<file path="src/rtl/bcd_conv_pkg.sv">
// Shared types and constants for the time-shared binary-to-BCD scheduler.
// Latency: none (declarations and a constant function only).
// Backpressure: not applicable.
package bcd_conv_pkg;

  typedef enum logic [1:0] {
    IDLE  = 2'd0,
    SHIFT = 2'd1,
    DONE  = 2'd2
  } state_e;

  // Double-dabble correction: a digit at or above 5 gets 3 added before the shift
  localparam int ADD3_THRESH = 5;
  localparam int ADD3_VAL    = 3;

  // Smallest digit count d with 10^d > 2^bin_w - 1; used for elaboration checks
  function automatic int digits_needed(input int bin_w);
    logic [63:0] max_v;
    logic [63:0] p;
    int          d;
    max_v = (64'd1 << bin_w) - 64'd1;
    p     = 64'd10;
    d     = 1;
    for (int i = 0; i < 19; i++) begin
      if (p <= max_v) begin
        p = p * 64'd10;
        d = d + 1;
      end
    end
    return d;
  endfunction

endpackage

</file>
<file path="src/rtl/bcd_conv_sched_if.sv">
// Request/grant/result bundle between requesters and the shared BCD engine.
// Latency: none (wires only).
// Backpressure: req is a level held until gnt; results are a done pulse with held data.
interface bcd_conv_sched_if #(
  parameter int N_REQ = 4,
  parameter int BIN_W = 16,
  parameter int DIG   = 5,
  parameter int ID_W  = $clog2(N_REQ)
);
  logic [N_REQ-1:0]       req;
  logic [N_REQ*BIN_W-1:0] bin_in;
  logic [N_REQ-1:0]       gnt;
  logic                   busy;
  logic                   done;
  logic [ID_W-1:0]        done_id;
  logic [4*DIG-1:0]       bcd_out;

  // Requester side
  modport master (
    output req, bin_in,
    input  gnt, busy, done, done_id, bcd_out
  );

  // Scheduler side
  modport slave (
    input  req, bin_in,
    output gnt, busy, done, done_id, bcd_out
  );
endinterface

</file>
<file path="src/rtl/bcd_dd_engine.sv">
// Iterative shift-and-add-3 engine: one binary bit moves into the BCD digits per step.
// Latency: BIN_W steps after load; bcd shows the digits that the current step produces.
// Backpressure: none; the caller sequences load/step.
module bcd_dd_engine
  import bcd_conv_pkg::*;
#(
  parameter int BIN_W = 16,
  parameter int DIG   = 5
) (
  input  logic             clk,
  input  logic             rst_n,
  input  logic             load,
  input  logic [BIN_W-1:0] bin,
  input  logic             step,
  output logic [4*DIG-1:0] bcd
);
  localparam int SR_W = 4*DIG + BIN_W;

  logic [SR_W-1:0] sr_q, sr_d;
  logic [SR_W-1:0] sr_adj;
  logic [SR_W-1:0] sr_step;

  // Per-digit correction on the BCD half; the binary half passes through untouched
  assign sr_adj[BIN_W-1:0] = sr_q[BIN_W-1:0];
  for (genvar g = 0; g < DIG; g++) begin : g_dig
    logic [3:0] dig;
    assign dig = sr_q[BIN_W + 4*g +: 4];
    assign sr_adj[BIN_W + 4*g +: 4] = (dig >= 4'(ADD3_THRESH)) ? dig + 4'(ADD3_VAL) : dig;
  end

  assign sr_step = {sr_adj[SR_W-2:0], 1'b0};

  // Exposing the post-step digits lets the scheduler capture the final result
  // on the same edge as the last shift
  assign bcd = sr_step[SR_W-1 -: 4*DIG];

  // Next shift-register value: load a fresh operand or advance one step
  always_comb begin
    sr_d = sr_q;
    if (load) begin
      sr_d = {{(4*DIG){1'b0}}, bin};
    end else if (step) begin
      sr_d = sr_step;
    end
  end

  // Shift register with synchronous active-low reset
  always_ff @(posedge clk) begin
    if (!rst_n) begin
      sr_q <= '0;
    end else begin
      sr_q <= sr_d;
    end
  end

endmodule

</file>
<file path="src/rtl/bcd_conv_sched.sv">
// Round-robin scheduler sharing one binary-to-BCD engine among N_REQ requesters.
// Latency: gnt one cycle after req is seen in IDLE; done BIN_W cycles after gnt; BIN_W+2 per conversion.
// Backpressure: requesters hold req/bin_in until gnt; req is ignored while busy.
module bcd_conv_sched
  import bcd_conv_pkg::*;
#(
  parameter int N_REQ = 4,
  parameter int BIN_W = 16,
  parameter int DIG   = 5,
  parameter int ID_W  = $clog2(N_REQ)
) (
  input  logic           clk,
  input  logic           rst_n,
  bcd_conv_sched_if.slave bus
);
  localparam int CNT_W = (BIN_W > 1) ? $clog2(BIN_W) : 1;

  if (DIG < digits_needed(BIN_W)) begin : g_bad_dig
    $error("bcd_conv_sched: DIG too small for BIN_W");
  end
  if (N_REQ < 2) begin : g_bad_nreq
    $error("bcd_conv_sched: N_REQ must be at least 2");
  end

  state_e             state_q, state_d;
  logic [ID_W-1:0]    rr_q, rr_d;
  logic [CNT_W-1:0]   cnt_q, cnt_d;
  logic [N_REQ-1:0]   gnt_q, gnt_d;
  logic               done_q, done_d;
  logic [ID_W-1:0]    done_id_q, done_id_d;
  logic [ID_W-1:0]    tag_q, tag_d;
  logic [4*DIG-1:0]   bcd_q, bcd_d;

  logic               win_vld;
  logic [ID_W-1:0]    win_idx;
  logic [BIN_W-1:0]   eng_bin;
  logic [4*DIG-1:0]   eng_bcd;
  logic               eng_load;
  logic               eng_step;

  // Round-robin pick: first set req at or above the pointer, wrapping
  always_comb begin
    win_vld = 1'b0;
    win_idx = '0;
    for (int i = 0; i < N_REQ; i++) begin
      if (!win_vld && bus.req[(int'(rr_q) + i) % N_REQ]) begin
        win_vld = 1'b1;
        win_idx = ID_W'((int'(rr_q) + i) % N_REQ);
      end
    end
  end

  assign eng_bin  = bus.bin_in[int'(win_idx)*BIN_W +: BIN_W];
  assign eng_load = (state_q == IDLE) && win_vld;
  assign eng_step = (state_q == SHIFT);

  bcd_dd_engine #(
    .BIN_W (BIN_W),
    .DIG   (DIG)
  ) u_engine (
    .clk   (clk),
    .rst_n (rst_n),
    .load  (eng_load),
    .bin   (eng_bin),
    .step  (eng_step),
    .bcd   (eng_bcd)
  );

  // FSM next state, arbitration bookkeeping and output register updates
  always_comb begin
    state_d   = state_q;
    rr_d      = rr_q;
    cnt_d     = cnt_q;
    gnt_d     = '0;
    done_d    = 1'b0;
    done_id_d = done_id_q;
    tag_d     = tag_q;
    bcd_d     = bcd_q;
    case (state_q)
      IDLE: begin
        if (win_vld) begin
          state_d        = SHIFT;
          gnt_d[win_idx] = 1'b1;
          tag_d          = win_idx;
          rr_d           = ID_W'((int'(win_idx) + 1) % N_REQ);
          cnt_d          = '0;
        end
      end
      SHIFT: begin
        if (cnt_q == CNT_W'(BIN_W - 1)) begin
          state_d   = DONE;
          cnt_d     = '0;
          done_d    = 1'b1;
          done_id_d = tag_q;
          bcd_d     = eng_bcd;
        end else begin
          cnt_d = cnt_q + 1'b1;
        end
      end
      DONE:    state_d = IDLE;
      default: state_d = IDLE;
    endcase
  end

  // All scheduler state and registered outputs; reset aborts any conversion
  always_ff @(posedge clk) begin
    if (!rst_n) begin
      state_q   <= IDLE;
      rr_q      <= '0;
      cnt_q     <= '0;
      gnt_q     <= '0;
      done_q    <= 1'b0;
      done_id_q <= '0;
      tag_q     <= '0;
      bcd_q     <= '0;
    end else begin
      state_q   <= state_d;
      rr_q      <= rr_d;
      cnt_q     <= cnt_d;
      gnt_q     <= gnt_d;
      done_q    <= done_d;
      done_id_q <= done_id_d;
      tag_q     <= tag_d;
      bcd_q     <= bcd_d;
    end
  end

  assign bus.gnt     = gnt_q;
  assign bus.busy    = (state_q != IDLE);
  assign bus.done    = done_q;
  assign bus.done_id = done_id_q;
  assign bus.bcd_out = bcd_q;

endmodule
</file>
<file path="src/flat_wrapper.sv">
// flat-port wrapper written by rule: the top's interface ports become plain ports
module bcd_conv_sched_flat import bcd_conv_pkg::*;
#(
  parameter int N_REQ = 4,
  parameter int BIN_W = 16,
  parameter int DIG   = 5,
  parameter int ID_W  = $clog2(N_REQ)
)
  (clk, rst_n, bus_req, bus_bin_in, bus_gnt, bus_busy, bus_done, bus_done_id, bus_bcd_out);
  bcd_conv_sched_if #(.N_REQ(N_REQ), .BIN_W(BIN_W), .DIG(DIG), .ID_W(ID_W)) bus_i ();
  input  logic clk;
  input  logic rst_n;
  input wire logic [$bits(bus_i.req)-1:0] bus_req;
  input wire logic [$bits(bus_i.bin_in)-1:0] bus_bin_in;
  output wire logic [$bits(bus_i.gnt)-1:0] bus_gnt;
  output wire logic [$bits(bus_i.busy)-1:0] bus_busy;
  output wire logic [$bits(bus_i.done)-1:0] bus_done;
  output wire logic [$bits(bus_i.done_id)-1:0] bus_done_id;
  output wire logic [$bits(bus_i.bcd_out)-1:0] bus_bcd_out;
  assign bus_i.req = bus_req;
  assign bus_i.bin_in = bus_bin_in;
  assign bus_gnt = bus_i.gnt;
  assign bus_busy = bus_i.busy;
  assign bus_done = bus_i.done;
  assign bus_done_id = bus_i.done_id;
  assign bus_bcd_out = bus_i.bcd_out;
  bcd_conv_sched #(.N_REQ(N_REQ), .BIN_W(BIN_W), .DIG(DIG), .ID_W(ID_W)) u_core (.clk(clk), .rst_n(rst_n), .bus(bus_i));
endmodule
</file>
<file path="config.mk">
export PLATFORM = sky130hd
export DESIGN_NAME = bcd_conv_sched_flat
export DESIGN_NICKNAME = d
export VERILOG_FILES = /design/src/rtl/bcd_conv_pkg.sv /design/src/rtl/bcd_conv_sched_if.sv /design/src/rtl/bcd_dd_engine.sv /design/src/rtl/bcd_conv_sched.sv /design/src/flat_wrapper.sv
export SDC_FILE = /design/constraint.sdc
export NUM_CORES = 1
export LEC_CHECK = 0
export BUFFER_PORTS_ARGS = -buffer_cell sky130_fd_sc_hd__buf_2
export CORE_MARGIN = 2
export CORE_UTILIZATION = 35
export CTS_BUF_LIST = sky130_fd_sc_hd__clkbuf_2
export CTS_CLUSTER_SIZE = 25
export DETAILED_ROUTE_END_ITERATION = 8
export GPL_TIMING_DRIVEN = 1
export PLACE_DENSITY = 0.7
export SYNTH_ARGS = -nofsm -noshare
export SYNTH_HDL_FRONTEND = slang
export SYNTH_SLANG_ARGS = --single-unit
</file>
<file path="constraint.sdc">
create_clock -name clk -period 2 [get_ports clk]
set_input_delay 0.6 -clock clk [delete_from_list [all_inputs] [get_ports clk]]
set_output_delay 0.6 -clock clk [all_outputs]
set_load 0.01 [all_outputs]
</file>
; ---- After elaboration in Yosys (flattened, before gate mapping)
; Cells that the tools add are included.
[word_totals]
ff_bits = 73
latchBits = 0
ram_bits = 0
romBits = 0
input_bits = 70
output_inout_bits = 28
wordCells = 97
n_memories = 0
[classes]
addsub = 10
multipliers = 0
div_mod_pow = 0
order_cmp = 11
n_eq_ne = 4
shifts = 1
muxes = 35
bitwise_logic = 4
reduce_logical = 22
[op_table]
columns = op, count
row1 = $shiftx 64x7->16, 1
row2 = $mux 16, 2
row3 = $mux 4, 6
row4 = $ge 4x3->1 const B, 5
row5 = $add 4x2->4 const B, 4
row6 = $mux 1, 13
row7 = $lt 3x4->1 const B, 3
row8 = $mux 2, 6
row9 = $reduce_and 2->1, 5
row10 = $bmux 1 s2, 4
row11 = $pmux 4 s2, 1
row12 = $reduce_or 2->1, 4
row13 = $lt 2x3->1 const B, 2
row14 = $reduce_bool 2->1, 3
row15 = $logic_and 1x1->1, 5
row16 = $add 2x1->2 const B, 2
row17 = $add 2x2->2 const B, 2
row18 = $add 4x1->4 const B, 1
row19 = $eq 4x4->1 const B, 1
row20 = $pmux 2 s2, 1
row21 = $add 3x2->3 const B, 1
row22 = $and 1x1->1 const A, 3
row23 = $logic_not 1->1, 3
row24 = $mux 3, 1
row25 = 8 further kinds, 8

; ---- Longest topological paths before layout
; Gate-level depths: netlist (run 1).
[logic_depth]
ltp_word = 18
depth_mapped = 8
mapped_depth_nobuf = 7

; ---- By module
; A second synthesis (run 1) with hierarchy kept.
[hier_totals]
hier_cells = 498
hier_area_um2 = 4236.6
[by_module_without_submodules]
columns = mod, instances, cells_per_inst, area_each_um2, seq_area_each_um2
row1 = bcd_dd_engine, 1, 274, 2224.6, 720.7
row2 = bcd_conv_sched, 1, 224, 2011.9, 740.7

; ---- Least setup slack after synthesis (run 1)
; Ideal clock, no wire load.
[synth_path]
path_kind = in2reg
start = input bus_req[1]
end = register u_core.u_engine.sr_q[15]
setup_time_ns = 0.079
arrival_time_ns = 1.847
path_slack_ns = 0.074
path_stages = 7
path_buffers = 2
cell_sequence = or4_1 buf_2 o21bai_4 buf_6 a22o_1 nand2_1 o221ai_2
[synth_between]
elab_chain_cells = 14
elab_cells_between_ends = 29
[synth_rtl]
columns = item, line
row1 = from (decl), flat_wrapper.sv:13  ; input wire logic [$bits(bus_i.req)-1:0] bus_req;
row2 = $bmux 1 s2, bcd_conv_sched.sv:46  ; if (!win_vld && bus.req[(int'(rr_q) + i) % N_REQ]) begin
row3 = $mux 1 (not written as such), bcd_conv_sched.sv:46
row4 = $mux 1, bcd_conv_sched.sv:46
row5 = $logic_not 1->1, bcd_conv_sched.sv:46
row6 = $logic_and 1x1->1, bcd_conv_sched.sv:46
row7 = $mux 1, bcd_conv_sched.sv:46
row8 = $logic_not 1->1, bcd_conv_sched.sv:46
row9 = $logic_and 1x1->1, bcd_conv_sched.sv:46
row10 = $mux 1, bcd_conv_sched.sv:46
row11 = $logic_not 1->1, bcd_conv_sched.sv:46
row12 = $logic_and 1x1->1, bcd_conv_sched.sv:46
row13 = $mux 2 or $mux 1 (tied branches), bcd_conv_sched.sv:46
row14 = $shiftx 64x7->16 or $logic_and 1x1->1 (tied branches), "bcd_conv_sched.sv:53, bcd_conv_sched.sv:54"
row15 = $mux 16 or $reduce_bool 2->1 (tied branches), -
row16 = to (signal assigned), bcd_dd_engine.sv:52  ; sr_q <= sr_d;
row17 = to (decl), bcd_dd_engine.sv:19  ; logic [SR_W-1:0] sr_q, sr_d;
; Several ways; a longest one is shown, not always the timed one. The select of a mux whose other input is x is not followed.
; A chain may end at the register's enable or synchronous reset.

; ---- Worst setup path in the final report (run 1)
[layout_path]
start = register u_core.state_q[0]
end = output bus_busy
[layout_between]
elab_chain_cells = 1
[layout_rtl]
columns = item, line
row1 = from (decl), bcd_conv_sched.sv:25  ; state_e state_q, state_d;
row2 = from (signal assigned), bcd_conv_sched.sv:117  ; state_q <= state_d;
row3 = $reduce_bool 2->1, bcd_conv_sched.sv:129  ; assign bus.busy = (state_q != IDLE);
row4 = to (decl), flat_wrapper.sv:16  ; output wire logic [$bits(bus_i.busy)-1:0] bus_busy;
; Every way passes these cells.

==> out/qor.csv, run 1 <==
stage,metric,value,unit
run_status,status,"complete, no violations",
power_and_ir_drop,p_total,3.07,mW
sta,min_period_over_period,0.948,
synth,synth_most_common_cell,dfxtp_1,
layout,syn_to_final_growth,23.1,%
clock_network,clk_latency,520,ps
layout,nFillCells,1057,
power_and_ir_drop,vdd.ir_drop.worst,0.000294,V
layout,final_cells,680,
die,die_w,108,um
global_route,grtUsageTotal,0.157,
global_route,grt_pass1_wl,14800,um
clock_network,cts_num_sinks,73,
synth,async_reset_ff_frac,0,
synth,synth_seq_area_share,0.388,
global_route,antenna_found_initial,0,
synth,synth_cells,435,
die,rows,37,
sta,timing.hold.ws,361,ps
sta,layout_min_cycle_time,1900,ps
global_route,grt_pass1_vias,3354,
synth,synth.distinct_cells,47,
clock_network,clockBufferDepth,2,
clock_network,h-tree-depth,3,
clock_network,cts_hold_buf,0,
clock_network,cts_root_buf,clkbuf_2,
die,ios,98,
layout,final_cell_area,4640,um2
sta,rsz0062_at_grt,false,
sta,finalSetupViolations,0,
drt,wl,8740,um
drt,drtIter0Drc,104,
placement,io_buffers,97,
setup_path,critPathTopFamily,flip-flops,
drt,via_per_inst,5.04,
synth,syn_area_per_cell,8.67,um2
synth,synthFlopType,dfxtp_1,
power_and_ir_drop,p_per_area,661,nW/um2
layout,n_antenna_cell,0,
layout,final_nets,624,
sta,slew_headroom,0.687,
clock_network,cts_tree,yes,
setup_path,path_cells,nor2_4 > inv_1 > buf_2,
setup_path,critPathMaxStageDelay,410,ps
drt,highest_layer,met4,
power_and_ir_drop,p_leak,1.96,nW
placement,place_congestion,0.790,
drt,met2_wirelength,4300,um
synth,synth_area_leaders,"dfxtp_1 (39%), mux2i_1 (9.8%), nand2_1 (6.9%)",
drt,firstDrtPassIters,4,
synth,syn-num-nets,520,
synth,syn_area,3770,um2
synth,synth_commonest_cells,"dfxtp_1 (73), nand2_1 (69), a21oi_1 (47)",
sta,max_freq,527,MHz
die,start_util,0.362,
placement,preCtsSetupSlack,-148,ps
run,drv_cap,0,
clock_network,cts-buffers-inserted,9,
clock_network,clkTransAtPathRegs,240,ps
synth,yosysWarningCount,0,
drt,postRouteAntennaNets,0,
die,die_h,108,um
setup_path,cp.arrival,1300,ps
drt,num_vias,3425,
drt,drc_errors,0,
layout,drive_gt1_frac,0.283,
hold_path,min_path_type,primary input to register,
drt,wl_per_cell,12.9,um
global_route,grt_max_degree,33,
sta,fin_ws,104,ps
layout,final_util,0.446,
synth,synth_top_area_share,0.388,
sta,skew,30.4,ps
setup_path,cp_max_fo,4,
sta,hold_violations,0,
placement,dp_cells,664,
die,core,10400,um2
setup_path,timing.critical_path.buf_inv,2,
placement,dpl.hpwl,6400,um
synth,ys_ff_latch,73,
setup_path,start_kind,register,
die,die_area,11600,um2
placement,dpl_cell_area,4510,um2
setup_path,required,1400,ps
synth,synth_area_leader_cell,dfxtp_1,
sta,slew_violations,0,
synth,synth-edff-count,0,
setup_path,crit_type,register to primary output,
drt,wl_met3,445,um
setup_path,cp-end-kind,primary output,
global_route,grt.overflow.total,0,
sta,finalSetupTns,0,ps
sta,worst_slew_pin_slew,469,ps
drt,m1WireLength,3930,um
setup_path,cp_slowest_cell,dfxtp_2,
## routing by layer
layer	vias to the layer above	track usage
met2	84	0.270
met1	1584	0.188
met5	-	0
met3	8	0.0363
met4	0	0.0586
li1	1749	-
## cell families after synthesis
| group | count (synthesis) | synth area share |
|---|---|---|
| flip-flops | 73 | 0.388 |
| XOR/XNOR | 5 | 0.0116 |
| adder cells (fa/ha/maj) | 15 | 0.0498 |
| buffers and inverters | 41 | 0.0524 |
| AO/OA/AOI/OAI | 114 | 0.213 |
| multiplexers | 37 | 0.0982 |
| AND/OR/NAND/NOR | 150 | 0.187 |
## state kept, by name, summed over array words and instances (netlist names)
name	count
u_core.bus.bcd_out	20
u_core.bus.done	1
u_core.bus.done_id	2
u_core.bus.gnt	4
u_core.cnt_q	4
u_core.rr_q	2
u_core.state_q	2
u_core.tag_q	2
u_core.u_engine.sr_q	36
## worst register-to-register path, cell delays in order (launching register included)
cell and delay (ps):
dfxtp_1 420, ha_1 210, nand3_1 150, or2_2 510, a211oi_1 380, nor3_1 70
## layout make-up
type	count	area, um2	area share
flip-flops and latches	73	1460	0.315
repair buffers	119	701	0.151
well taps	136	170	0.0367
multi-input cells	321	2130	0.458
inverters	15	56.3	0.0121
clock buffers	9	45.0	0.00971
clock inverters	7	78.8	0.0170
## power breakdown
group          total [mW]  leakage (nW)  switching [mW]  internal (mW)
logic               0.626          1.30           0.317          0.309
clock network       0.855        0.0651           0.557          0.298
registers            1.59         0.593          0.0573           1.53
total                3.07          1.96           0.931           2.14
## placed cells by master (no fill, tap or decap), types with 2 or more instances in the layout
master,synthesis,routed
mux2i_1,37,37
clkinvlp_4,0,3
a211oi_1,13,13
nand2_4,2,2
a22o_1,14,14
clkbuf_2,0,9
nand3_1,10,10
nor2_4,1,2
buf_12,0,4
dfxtp_1,73,72
and2_1,4,4
nor3b_1,9,9
a21oi_1,47,47
o221ai_1,9,9
inv_6,0,2
nand2_1,69,69
buf_4,4,18
nor2_1,29,28
o221ai_2,6,6
ha_1,15,15
nand2b_1,9,9
nor3_1,7,7
buf_2,5,97
o21ai_0,12,12
inv_1,15,15
xnor2_1,5,5
## path summary, 6_finish.rpt
| kind | start | endpoint | slack [ps] | depth (start not counted) |
|---|---|---|---|---|
| min reg2reg | u_core.bus.bcd_out[17] | u_core.bus.bcd_out[17] | 470 | 2 |
| max | u_core.state_q[0] | bus_busy | 100 | 3 |
| min | bus_bin_in[9] | u_core.u_engine.sr_q[9] | 360 | 3 |
| max reg2reg | u_core.cnt_q[0] | u_core.bus.bcd_out[19] | 180 | 5 |
## repair_timing
item | CTS | global route
buffers inserted | 0 | 0
resized for setup | 2 | 1
setup endpoints to repair | 1 | 1
(Power assumes the default switching activity.)
==> inputs of run 2 (changes only) <==
Settings changed: RECOVER_POWER set to 100.
==> out/qor.csv, run 2 (same netlist as run 1, synthesis figures left out) <==
stage,metric,value,unit
run_status,status,"complete, no violations",
setup_path,startpoint,u_core.state_q[0],
global_route,grt_pass1_wl,14800,um
setup_path,r2r-end,u_core.u_engine.sr_q[28],
sta,finalSetupViolations,0,
setup_path,r2r_setup_slack,170,ps
power_and_ir_drop,p_per_area,668,nW/um2
global_route,grt.overflow.total,0,
hold_path,min_to,u_core.u_engine.sr_q[9],
die,ios,98,
placement,place_congestion,0.790,
sta,min_period_over_period,0.942,
die,die_w,108,um
layout,mostFrequentLayoutCell,dfxtp_1,
clock_network,cts_hold_buf,0,
clock_network,clockBufferDepth,2,
setup_path,crit_type,register to primary output,
die,core,10400,um2
hold_path,hold_start,bus_bin_in[9],
power_and_ir_drop,vdd.ir_drop.worst,0.000293,V
setup_path,ff2ff_path_depth,4,
run,drv_cap,0,
layout,n_antenna_cell,0,
placement,io_buffers,97,
clock_network,cts-buffers-inserted,9,
die,die_area,11600,um2
placement,preCtsSetupSlack,-148,ps
layout,final_util,0.440,
die,start_util,0.362,
layout,syn_to_final_growth,21.5,%
global_route,grt_pass1_vias,3354,
drt,firstDrtPassIters,4,
global_route,antenna_found_initial,0,
setup_path,start_kind,register,
clock_network,cts_root_buf,clkbuf_2,
clock_network,cts_tree,yes,
hold_path,min_path_type,primary input to register,
setup_path,cp.arrival,1280,ps
drt,via_per_inst,5.04,
clock_network,h-tree-depth,3,
global_route,grtUsageTotal,0.157,
layout,final_cell_mix,"dfxtp_1 (72), nand2_1 (69), buf_2 (69)",
setup_path,cp_max_fo,4,
drt,drtIter0Drc,108,
layout,top_register,u_core.u_engine.sr_q,
setup_path,r2r-start,u_core.state_q[0],
sta,max_freq,531,MHz
layout,nFillCells,1065,
drt,num_vias,3427,
setup_path,cp-end-kind,primary output,
sta,fin_ws,116,ps
die,rows,37,
global_route,grt_max_degree,33,
power_and_ir_drop,p_leak,1.83,nW
hold_path,hold_depth,3,
sta,skew,31.8,ps
layout,drive_gt1_frac,0.230,
clock_network,clkTransAtPathRegs,240,ps
drt,wl_per_cell,12.9,um
drt,postRouteAntennaNets,0,
sta,slew_headroom,0.541,
sta,rsz0062_at_grt,false,
clock_network,clk_latency,520,ps
setup_path,required,1400,ps
layout,final_nets,624,
placement,dpl.hpwl,6400,um
sta,slew_violations,0,
drt,wl,8800,um
sta,worst_slew_pin_slew,685,ps
die,die_h,108,um
layout,largest_reg_flops,36,
clock_network,cts_num_sinks,73,
drt,drc_errors,0,
sta,layout_min_cycle_time,1880,ps
clock_network,post-cts-setup-buffer-count,0,
sta,hold_violations,0,
run 2: worst max path at each step:
| stage | to | slack [ps] | cells after the start |
|---|---|---|---|
| CTS | bus_busy | 20 | 3 |
| detailed placement | u_core.u_engine.sr_q[4] | -150 | 6 |
| floorplan | u_core.u_engine.sr_q[15] | 70 | 7 |
| global placement | u_core.u_engine.sr_q[9] | -90 | 6 |
| global route | u_core.bus.bcd_out[4] | 10 | 6 |
| finish | bus_busy | 120 | 3 |
run 2: area by class of cell:
class                      count  area (um2)  area share
clock buffer                   9        45.0     0.00983
clock inverter                 7        78.8      0.0172
inverter                      15        56.3      0.0123
multi-input combinational    321        2120       0.462
sequential                    73        1460       0.319
tap                          136         170      0.0371
timing repair buffer         119         653       0.143
run 2: routing by layer:
metal  wire [um]  global-route usage  vias to the layer above
met4          63              0.0586                        0
met1        3910               0.188                     1577
li1            -                   -                     1751
met5           0                   0                        -
met3         536              0.0363                        6
met2        4290               0.270                       93
run 2: repair_timing:
action,4_1_cts,5_1_grt
pin swaps,0,0
endpoints found under the setup margin,1,1
resized for setup,2,1
run 2: per-stage QoR:
| stage | std cells | power (mW) | area [um2] | TNS [ps] | hold slack (ps) |
|---|---|---|---|---|---|
| 6_report | 680 | 3.06 | 4580 | 0 | 363 |
| 5_1_grt | 680 | 3.23 | 4580 | 0 | 337 |
| 4_1_cts | 680 | 3.10 | 4640 | 0 | 322 |
| 3_5_place_dp | 664 | 2.24 | 4510 | -2010 | 449 |
| 3_3_place_gp | 664 | 2.22 | 4510 | -1310 | 439 |
| 2_1_floorplan | 435 | 2.02 | 3770 | 0 | 424 |
run 2: worst max-delay path: stages, from the launching register on:
cell and delay (ps):
dfxtp_2 410, nor2_4 170, inv_1 50, clkbuf_2 120
run 2: power breakdown:
group          internal [mW]  leakage, nW  switching, mW
Combinational          0.300         1.17          0.316
Clock                  0.298       0.0651          0.557
Sequential              1.53        0.593         0.0570
==> inputs of run 3 (changes only) <==
Settings changed: CELL_PAD_IN_SITES_DETAIL_PLACEMENT set to 0, CELL_PAD_IN_SITES_GLOBAL_PLACEMENT set to 2, CORE_UTILIZATION 35 to 29, PLACE_DENSITY 0.7 to 0.89.
==> out/qor.csv, run 3 (same netlist as run 1, synthesis figures left out) <==
stage,metric,value,unit
drt,drtIter0Drc,91,
layout,top_register,u_core.u_engine.sr_q,
power_and_ir_drop,p_per_area,699,nW/um2
drt,met2_wirelength,4070,um
placement,place_congestion,0.735,
clock_network,clockBufferDepth,2,
clock_network,clk_latency,500,ps
global_route,grt_pass1_wl,15300,um
layout,syn_to_final_growth,22.3,%
hold_path,min_path_type,primary input to register,
clock_network,h-tree-depth,3,
sta,finalSetupViolations,0,
placement,io_buffers,97,
clock_network,cts_num_sinks,73,
drt,drc_errors,0,
sta,max_freq,540,MHz
sta,slew_headroom,0.621,
clock_network,post_cts_resized,2,
sta,slew_violations,0,
setup_path,required,2400,ps
sta,worst_slew_pin_slew,569,ps
clock_network,cts_hold_buf,0,
setup_path,cp-end-kind,register,
sta,hold_violations,0,
clock_network,cts_tree,yes,
layout,largest_reg_flops,36,
power_and_ir_drop,vdd.ir_drop.worst,0.000298,V
global_route,grtUsageTotal,0.132,
placement,dpl_cell_area,4560,um2
drt,wl,9080,um
layout,final_util,0.364,
layout,final_cell_mix,"dfxtp_1 (72), nand2_1 (70), buf_2 (70)",
sta,layout_min_cycle_time,1850,ps
run,drv_cap,0,
drt,wl_per_cell,12.7,um
layout,final_nets,624,
clock_network,post-cts-setup-buffer-count,0,
setup_path,crit_type,register to register,
placement,dpl.hpwl,6680,um
drt,num_vias,3375,
placement,preCtsSetupSlack,-148,ps
die,core,12700,um2
setup_path,start_kind,register,
layout,mostFrequentLayoutCell,dfxtp_1,
drt,postRouteAntennaNets,0,
clock_network,cts-buffers-inserted,9,
run_status,status,"complete, no violations",
drt,via_per_inst,4.72,
die,rows,41,
global_route,antenna_found_initial,0,
drt,highest_layer,met4,
global_route,grt_pass1_vias,3270,
layout,nFillCells,1366,
sta,fin_ws,148,ps
global_route,grt_max_degree,30,
drt,m1WireLength,4440,um
clock_network,cts_root_buf,clkbuf_2,
setup_path,cp_max_fo,29,
sta,skew,20.7,ps
sta,timing.hold.ws,392,ps
sta,min_period_over_period,0.926,
power_and_ir_drop,p_leak,1.83,nW
clock_network,clkTransAtPathRegs,200,ps
sta,rsz0062_at_grt,false,
global_route,grt.overflow.total,0,
die,die_h,118,um
setup_path,cp.arrival,2250,ps
sta,finalSetupTns,0,ps
die,start_util,0.298,
layout,n_antenna_cell,0,
drt,firstDrtPassIters,4,
die,die_area,13900,um2
die,die_w,118,um
drt,wl_met3,475,um
layout,drive_gt1_frac,0.215,
layout,final_cell_area,4610,um2
die,ios,98,
[run 3: changes by cell type in the layout (fill, tap and decap cells not counted), sizes merged]
cell and change:
inv -2, clkbuf +1, clkinv +1, buf -1
bufinv +2, clkinvlp -2
[run 3: area by class of cell]
class	instances	area, um2	share of cell area
clock inverters	6	108	0.0233
clock buffers	9	45.0	0.00977
multi-input cells	321	2100	0.456
flip-flops and latches	73	1460	0.317
inverters	15	56.3	0.0122
well taps	172	215	0.0467
repair buffers	119	623	0.135
[run 3: per-layer routing]
| metal | global-route usage | vias to the layer above |
|---|---|---|
| met4 | 0.0339 | 0 |
| met1 | 0.173 | 1519 |
| li1 | - | 1754 |
| met3 | 0.0320 | 12 |
| met2 | 0.215 | 90 |
| met5 | 0 | - |
[run 3: worst paths after layout]
| check | slack, ps | start | cells after the start | endpoint |
|---|---|---|---|---|
| worst max-delay path | 150 | u_core.rr_q[1] | 7 | u_core.u_engine.sr_q[15] |
| worst min-delay path | 390 | bus_bin_in[3] | 3 | u_core.u_engine.sr_q[3] |
| worst max register to register | 150 | u_core.rr_q[1] | 7 | u_core.u_engine.sr_q[15] |
| worst min register to register | 460 | u_core.tag_q[1] | 2 | u_core.bus.done_id[1] |
[run 3: power by group]
| part | switching (mW) | leakage, nW | internal (mW) | total (mW) |
|---|---|---|---|---|
| Sequential | 0.0573 | 0.593 | 1.53 | 1.59 |
| Combinational | 0.312 | 1.15 | 0.278 | 0.590 |
| Clock | 0.515 | 0.0878 | 0.528 | 1.04 |
[run 3: through the flow]
step | instances | power, mW
6_report | 715 | 3.22
5_1_grt | 715 | 3.39
4_1_cts | 715 | 3.31
3_5_place_dp | 700 | 2.25
3_3_place_gp | 700 | 2.23
2_1_floorplan | 435 | 2.02
[run 3: worst max-delay path, cell delays in order (launching register included)]
cell and delay, ps:
dfxtp_2 450, mux2i_1 210, o22ai_1 150, nor2_4 140, buf_6 300, mux2i_1 260
buf_4 140, o221ai_2 80
